<file path="src/rtl/bcd_serial_converter_pkg.sv">
// Shared KPN types and constants for the BCD display path.
// Holds data widths, the converter state enum and a digit-count helper.
package kpn_pkg;

  localparam int KPN_DATA_WIDTH = 16;
  localparam int KPN_BCD_DIGITS = 5;

  typedef enum logic [1:0] {
    IDLE,
    SHIFT,
    DONE
  } bcd_state_t;

  // ceil(w * log10(2)) in fixed point
  function automatic int min_bcd_digits(input int w);
    return (w * 30103 + 99999) / 100000;
  endfunction

endpackage

</file>
<file path="src/rtl/bcd_serial_converter_if.sv">
// FIFO-in / result-out bundle of the BCD converter.
// master is the converter, slave the FIFO plus display side.
interface bcd_serial_converter_if
  import kpn_pkg::*;
#(
  parameter int WIDTH  = KPN_DATA_WIDTH,
  parameter int DIGITS = KPN_BCD_DIGITS
) ();

  logic                  fifo_empty;
  logic [WIDTH-1:0]      entry_1;
  logic                  rd;
  logic [DIGITS*4-1:0]   output_1;
  logic                  valid;
  logic                  ack;
  logic                  busy;

  modport master (
    input  fifo_empty,
    input  entry_1,
    input  ack,
    output rd,
    output output_1,
    output valid,
    output busy
  );

  modport slave (
    output fifo_empty,
    output entry_1,
    output ack,
    input  rd,
    input  output_1,
    input  valid,
    input  busy
  );

endinterface

</file>
<file path="src/rtl/bcd_serial_converter_digit_adjust.sv">
// One double-dabble digit correction: +3 when the digit is 5 or more.
// Pure 4-bit arithmetic, no carry leaves the digit.
module bcd_digit_adjust (
  input  logic [3:0] d,
  output logic [3:0] q
);

  assign q = (d >= 4'd5) ? d + 4'd3 : d;

endmodule

</file>
<file path="src/rtl/bcd_serial_converter.sv">
// Sequential binary-to-BCD converter between the KPN FIFO and displays.
// One token per WIDTH shift cycles, result held until the next one.
module bcd_serial_converter
  import kpn_pkg::*;
#(
  parameter int WIDTH  = KPN_DATA_WIDTH,
  parameter int DIGITS = KPN_BCD_DIGITS
) (
  input  logic clk,
  input  logic rst_n,
  bcd_serial_converter_if.master bus
);

  localparam int BW = DIGITS * 4;
  localparam int CW = $clog2(WIDTH + 1);

  if (DIGITS < min_bcd_digits(WIDTH)) begin : g_bad_digits
    $error("DIGITS too small for WIDTH");
  end

  bcd_state_t       state;
  logic [WIDTH-1:0] bin_q;
  logic [BW-1:0]    bcd_q;
  logic [CW-1:0]    cnt_q;

  logic [BW-1:0]    bcd_adj;
  logic [BW-1:0]    bcd_nxt;
  logic [WIDTH-1:0] bin_nxt;
  logic             pop;
  logic             unused_adj_msb;

  for (genvar i = 0; i < DIGITS; i++) begin : g_adj
    bcd_digit_adjust u_adj (
      .d (bcd_q[i*4 +: 4]),
      .q (bcd_adj[i*4 +: 4])
    );
  end

  // top bit always shifts out as 0 since max input fits
  assign unused_adj_msb = bcd_adj[BW-1];
  assign bcd_nxt = {bcd_adj[BW-2:0], bin_q[WIDTH-1]};
  assign bin_nxt = {bin_q[WIDTH-2:0], 1'b0};

  // pop from IDLE, or from DONE when the consumer acks
  assign pop = !bus.fifo_empty &&
               ((state == IDLE) ||
                (state == DONE && bus.ack));

  assign bus.rd   = pop;
  assign bus.busy = (state == SHIFT);

  // FSM and datapath: load, shift-add, publish result
  always_ff @(posedge clk) begin
    if (!rst_n) begin
      state        <= IDLE;
      bin_q        <= '0;
      bcd_q        <= '0;
      cnt_q        <= '0;
      bus.output_1 <= '0;
      bus.valid    <= 1'b0;
    end else begin
      unique case (state)
        IDLE: begin
          if (pop) begin
            bin_q <= bus.entry_1;
            bcd_q <= '0;
            cnt_q <= CW'(WIDTH);
            state <= SHIFT;
          end
        end
        SHIFT: begin
          bcd_q <= bcd_nxt;
          bin_q <= bin_nxt;
          cnt_q <= cnt_q - CW'(1);
          if (cnt_q == CW'(1)) begin
            state        <= DONE;
            bus.output_1 <= bcd_nxt;
            bus.valid    <= 1'b1;
          end
        end
        DONE: begin
          if (bus.ack) begin
            bus.valid <= 1'b0;
            if (pop) begin
              bin_q <= bus.entry_1;
              bcd_q <= '0;
              cnt_q <= CW'(WIDTH);
              state <= SHIFT;
            end else begin
              state <= IDLE;
            end
          end
        end
        default: state <= IDLE;
      endcase
    end
  end

endmodule

</file>
<file path="src/flat_wrapper.sv">
// flat-port wrapper written by rule: the top's interface ports become plain ports
module bcd_serial_converter_flat import kpn_pkg::*;
#(
  parameter int WIDTH  = KPN_DATA_WIDTH,
  parameter int DIGITS = KPN_BCD_DIGITS
)
  (clk, rst_n, bus_fifo_empty, bus_entry_1, bus_ack, bus_rd, bus_output_1, bus_valid, bus_busy);
  bcd_serial_converter_if #(.WIDTH(WIDTH), .DIGITS(DIGITS)) bus_i ();
  input  logic clk;
  input  logic rst_n;
  input wire logic [$bits(bus_i.fifo_empty)-1:0] bus_fifo_empty;
  input wire logic [$bits(bus_i.entry_1)-1:0] bus_entry_1;
  input wire logic [$bits(bus_i.ack)-1:0] bus_ack;
  output wire logic [$bits(bus_i.rd)-1:0] bus_rd;
  output wire logic [$bits(bus_i.output_1)-1:0] bus_output_1;
  output wire logic [$bits(bus_i.valid)-1:0] bus_valid;
  output wire logic [$bits(bus_i.busy)-1:0] bus_busy;
  assign bus_i.fifo_empty = bus_fifo_empty;
  assign bus_i.entry_1 = bus_entry_1;
  assign bus_i.ack = bus_ack;
  assign bus_rd = bus_i.rd;
  assign bus_output_1 = bus_i.output_1;
  assign bus_valid = bus_i.valid;
  assign bus_busy = bus_i.busy;
  bcd_serial_converter #(.WIDTH(WIDTH), .DIGITS(DIGITS)) u_core (.clk(clk), .rst_n(rst_n), .bus(bus_i));
endmodule
</file>
<file path="config.mk">
export PLATFORM = sky130hd
export DESIGN_NAME = bcd_serial_converter_flat
export DESIGN_NICKNAME = d
export VERILOG_FILES = /design/src/rtl/bcd_serial_converter_pkg.sv /design/src/rtl/bcd_serial_converter_if.sv /design/src/rtl/bcd_serial_converter_digit_adjust.sv /design/src/rtl/bcd_serial_converter.sv /design/src/flat_wrapper.sv
export SDC_FILE = /design/constraint.sdc
export NUM_CORES = 1
export LEC_CHECK = 0
export ABC_AREA = 0
export BUFFER_PORTS_ARGS = -buffer_cell sky130_fd_sc_hd__buf_4
export CORE_MARGIN = 5
export CORE_UTILIZATION = 60
export DETAILED_ROUTE_END_ITERATION = 12
export PLACE_DENSITY = 0.83
export SYNTH_ARGS = -nofsm -noshare
export SYNTH_HDL_FRONTEND = slang
export SYNTH_HIERARCHICAL = 1
export SYNTH_SLANG_ARGS = --single-unit
</file>
<file path="constraint.sdc">
create_clock -name clk -period 4.2 [get_ports clk]
set_input_delay 0 -clock clk [delete_from_list [all_inputs] [get_ports clk]]
set_output_delay 0 -clock clk [all_outputs]
set_load 0.01 [all_outputs]
</file>
==> results.sh <==
export IMPL_cts_setup_buffers=0
export IMPL_status="finished clean"
export IMPL_stdcell_area_mm2=0.003822
export IMPL_cts_max_path_buffers=2
export IMPL_rows=26
export IMPL_io_buffers=42
export IMPL_fp_dieH_um=82.85
export IMPL_cp_required_ns=4.48
export IMPL_area_growth_pct=20.04
export IMPL_syn_num_nets=399
export IMPL_clockRootBuffer="clkbuf_8"
export IMPL_grtUsageTotal=0.2033
export IMPL_crit_path_end_kind="flop"
export IMPL_start_kind="flop"
export IMPL_gp_congestion=0.7797
export IMPL_dp_slack_ns=2.161
export IMPL_final_layout_size_suffix_gt1_frac=0.1690
export IMPL_max_cap_violations=0
export IMPL_fin_ws_ns=2.125
export IMPL_p_total_mw=1.295
export IMPL_die_area_mm2=0.006864
export IMPL_crit_fanout=22
export IMPL_mostFrequentLayoutCells="nand2_1 (94), dfxtp_1 (64), buf_4 (45), nand2b_1 (27), mux2i_1 (26)"
export IMPL_power_density_mw_per_mm2=338.8
export IMPL_vdd_drop_max_uv=238.9
export IMPL_slew_headroom=0.3972
export IMPL_rsz0062_at_grt="no"
export IMPL_fin_util=0.7437
export IMPL_avgViaCountPerCell=5.498
export IMPL_fin_crit_sh=0.4940
export IMPL_finalMaxSlewViolations=0
export IMPL_cts_sinks=64
export IMPL_synthCells=367
export IMPL_place_area_mm2=0.003468
export IMPL_avgSynthCellArea_um2=8.677
export IMPL_critical_path_class="flop to flop"
export IMPL_nets=447
export IMPL_hold_violations=0
export IMPL_power_leakage_nw=1.518
export IMPL_grt_overflow=0
export IMPL_cts_clk_slew_worst_paths_ns=0.07
export IMPL_fin_skew_ns=0.007527
export IMPL_htree_levels=3
export IMPL_dp_hpwl_um=4299
export IMPL_worstHoldPathType="input pin to flop"
export IMPL_die_width_um=82.85
export IMPL_post_route_drc_count=0
export IMPL_syn_area_mm2=0.003184
export IMPL_routed_wl_um=6863
export IMPL_multi_input_area_mm2=0.001698
export IMPL_antenna_found_initial=0
export IMPL_cp_arrival_ns=2.36
export IMPL_grt_pass1_vias=2526
export IMPL_fillCellCount=401
export IMPL_vias=2694
export IMPL_grt_pass1_wl_um=11610
export IMPL_core_area_mm2=0.005140
export IMPL_postRouteAntennaNets=0
export IMPL_tightest_slew_ns=0.9042
export IMPL_drt_iter0_markers=216
export IMPL_regArea_mm2=0.001281
export IMPL_cts_tree="done"
export IMPL_first_pass_iters=5
export IMPL_finalSetupViolCount=0
export IMPL_cts_buffers=9
export IMPL_finalSetupTns_ns=0
export IMPL_ctsHoldBuffers=17
export IMPL_ios=43
export IMPL_fmax_ghz=0.4819
export IMPL_antennaDiodeCount=0
export IMPL_start_util=0.6195
export IMPL_grt_max_degree=64
export IMPL_layout_min_cycle_time_ns=2.075
export IMPL_yosysWarnings=6
export IMPL_layout_commonest_cell="nand2_1"
export IMPL_cts_resized=0
export IMPL_post_drt_wl_per_cell_um=14.01
export IMPL_clkLatencyLatePin_ns=0.34
[per-stage QoR]
stage          hold slack [ns]  cells
4_1_cts                0.04379    490
5_1_grt                0.07003    490
2_1_floorplan          0.05805    367
6_report               0.06878    490
3_3_place_gp            0.2758    457
3_5_place_dp            0.2795    457
[path summary, 6_finish.rpt]
| check | start | endpoint | slack (ns) | cells past startpoint |
|---|---|---|---|---|
| worst max-delay path | u_core/state[1]$_SDFFE_PN0P_ | u_core/bcd_q[8]$_SDFFE_PN0P_ | 2.13 | 4 |
| worst min-delay path | bus_fifo_empty | u_core/state[0]$_SDFFE_PN0P_ | 0.07 | 3 |
| worst max register to register | u_core/state[1]$_SDFFE_PN0P_ | u_core/bcd_q[8]$_SDFFE_PN0P_ | 2.13 | 4 |
| worst min register to register | u_core/bus.output_1[19]$_SDFFE_PN0P_ | u_core/bus.output_1[19]$_SDFFE_PN0P_ | 0.46 | 2 |
[metal layers]
layer | part of all wire | track usage
met1 | 0.49 | 0.2739
met5 | 0 | 0
met4 | 0.015 | 0.08172
met3 | 0.051 | 0.05941
met2 | 0.44 | 0.3054
[report_power, final]
| group | total (mW) | leakage (nW) | internal (mW) | switching [mW] |
|---|---|---|---|---|
| logic | 0.154 | 0.899 | 0.0698 | 0.0839 |
| registers | 0.653 | 0.521 | 0.631 | 0.0222 |
| clock network | 0.489 | 0.0992 | 0.260 | 0.229 |
[critical path, cell delays in order, from the launching register on]
cell and delay (ns):
dfxtp_1 0.56, nand2b_1 0.29, buf_4 0.22, nor2_2 0.67, a22o_1 0.26
[final cells by class]
class,instances,area share
multi-input combinational,261,0.4442
sequential,64,0.3352
timing repair buffer,62,0.1329
clock buffer,13,0.04419
tap,70,0.02291
inverter,17,0.01669
clock inverter,3,0.003928
[state kept, by name, summed over array words and instances (netlist names)]
name	flops
u_core/bus.output_1	20
u_core/bin_q	16
u_core/cnt_q	5
u_core/state	2
u_core/bcd_q	20
u_core/bus.valid	1
No activity file was read; power rests on OpenSTA's default activity.
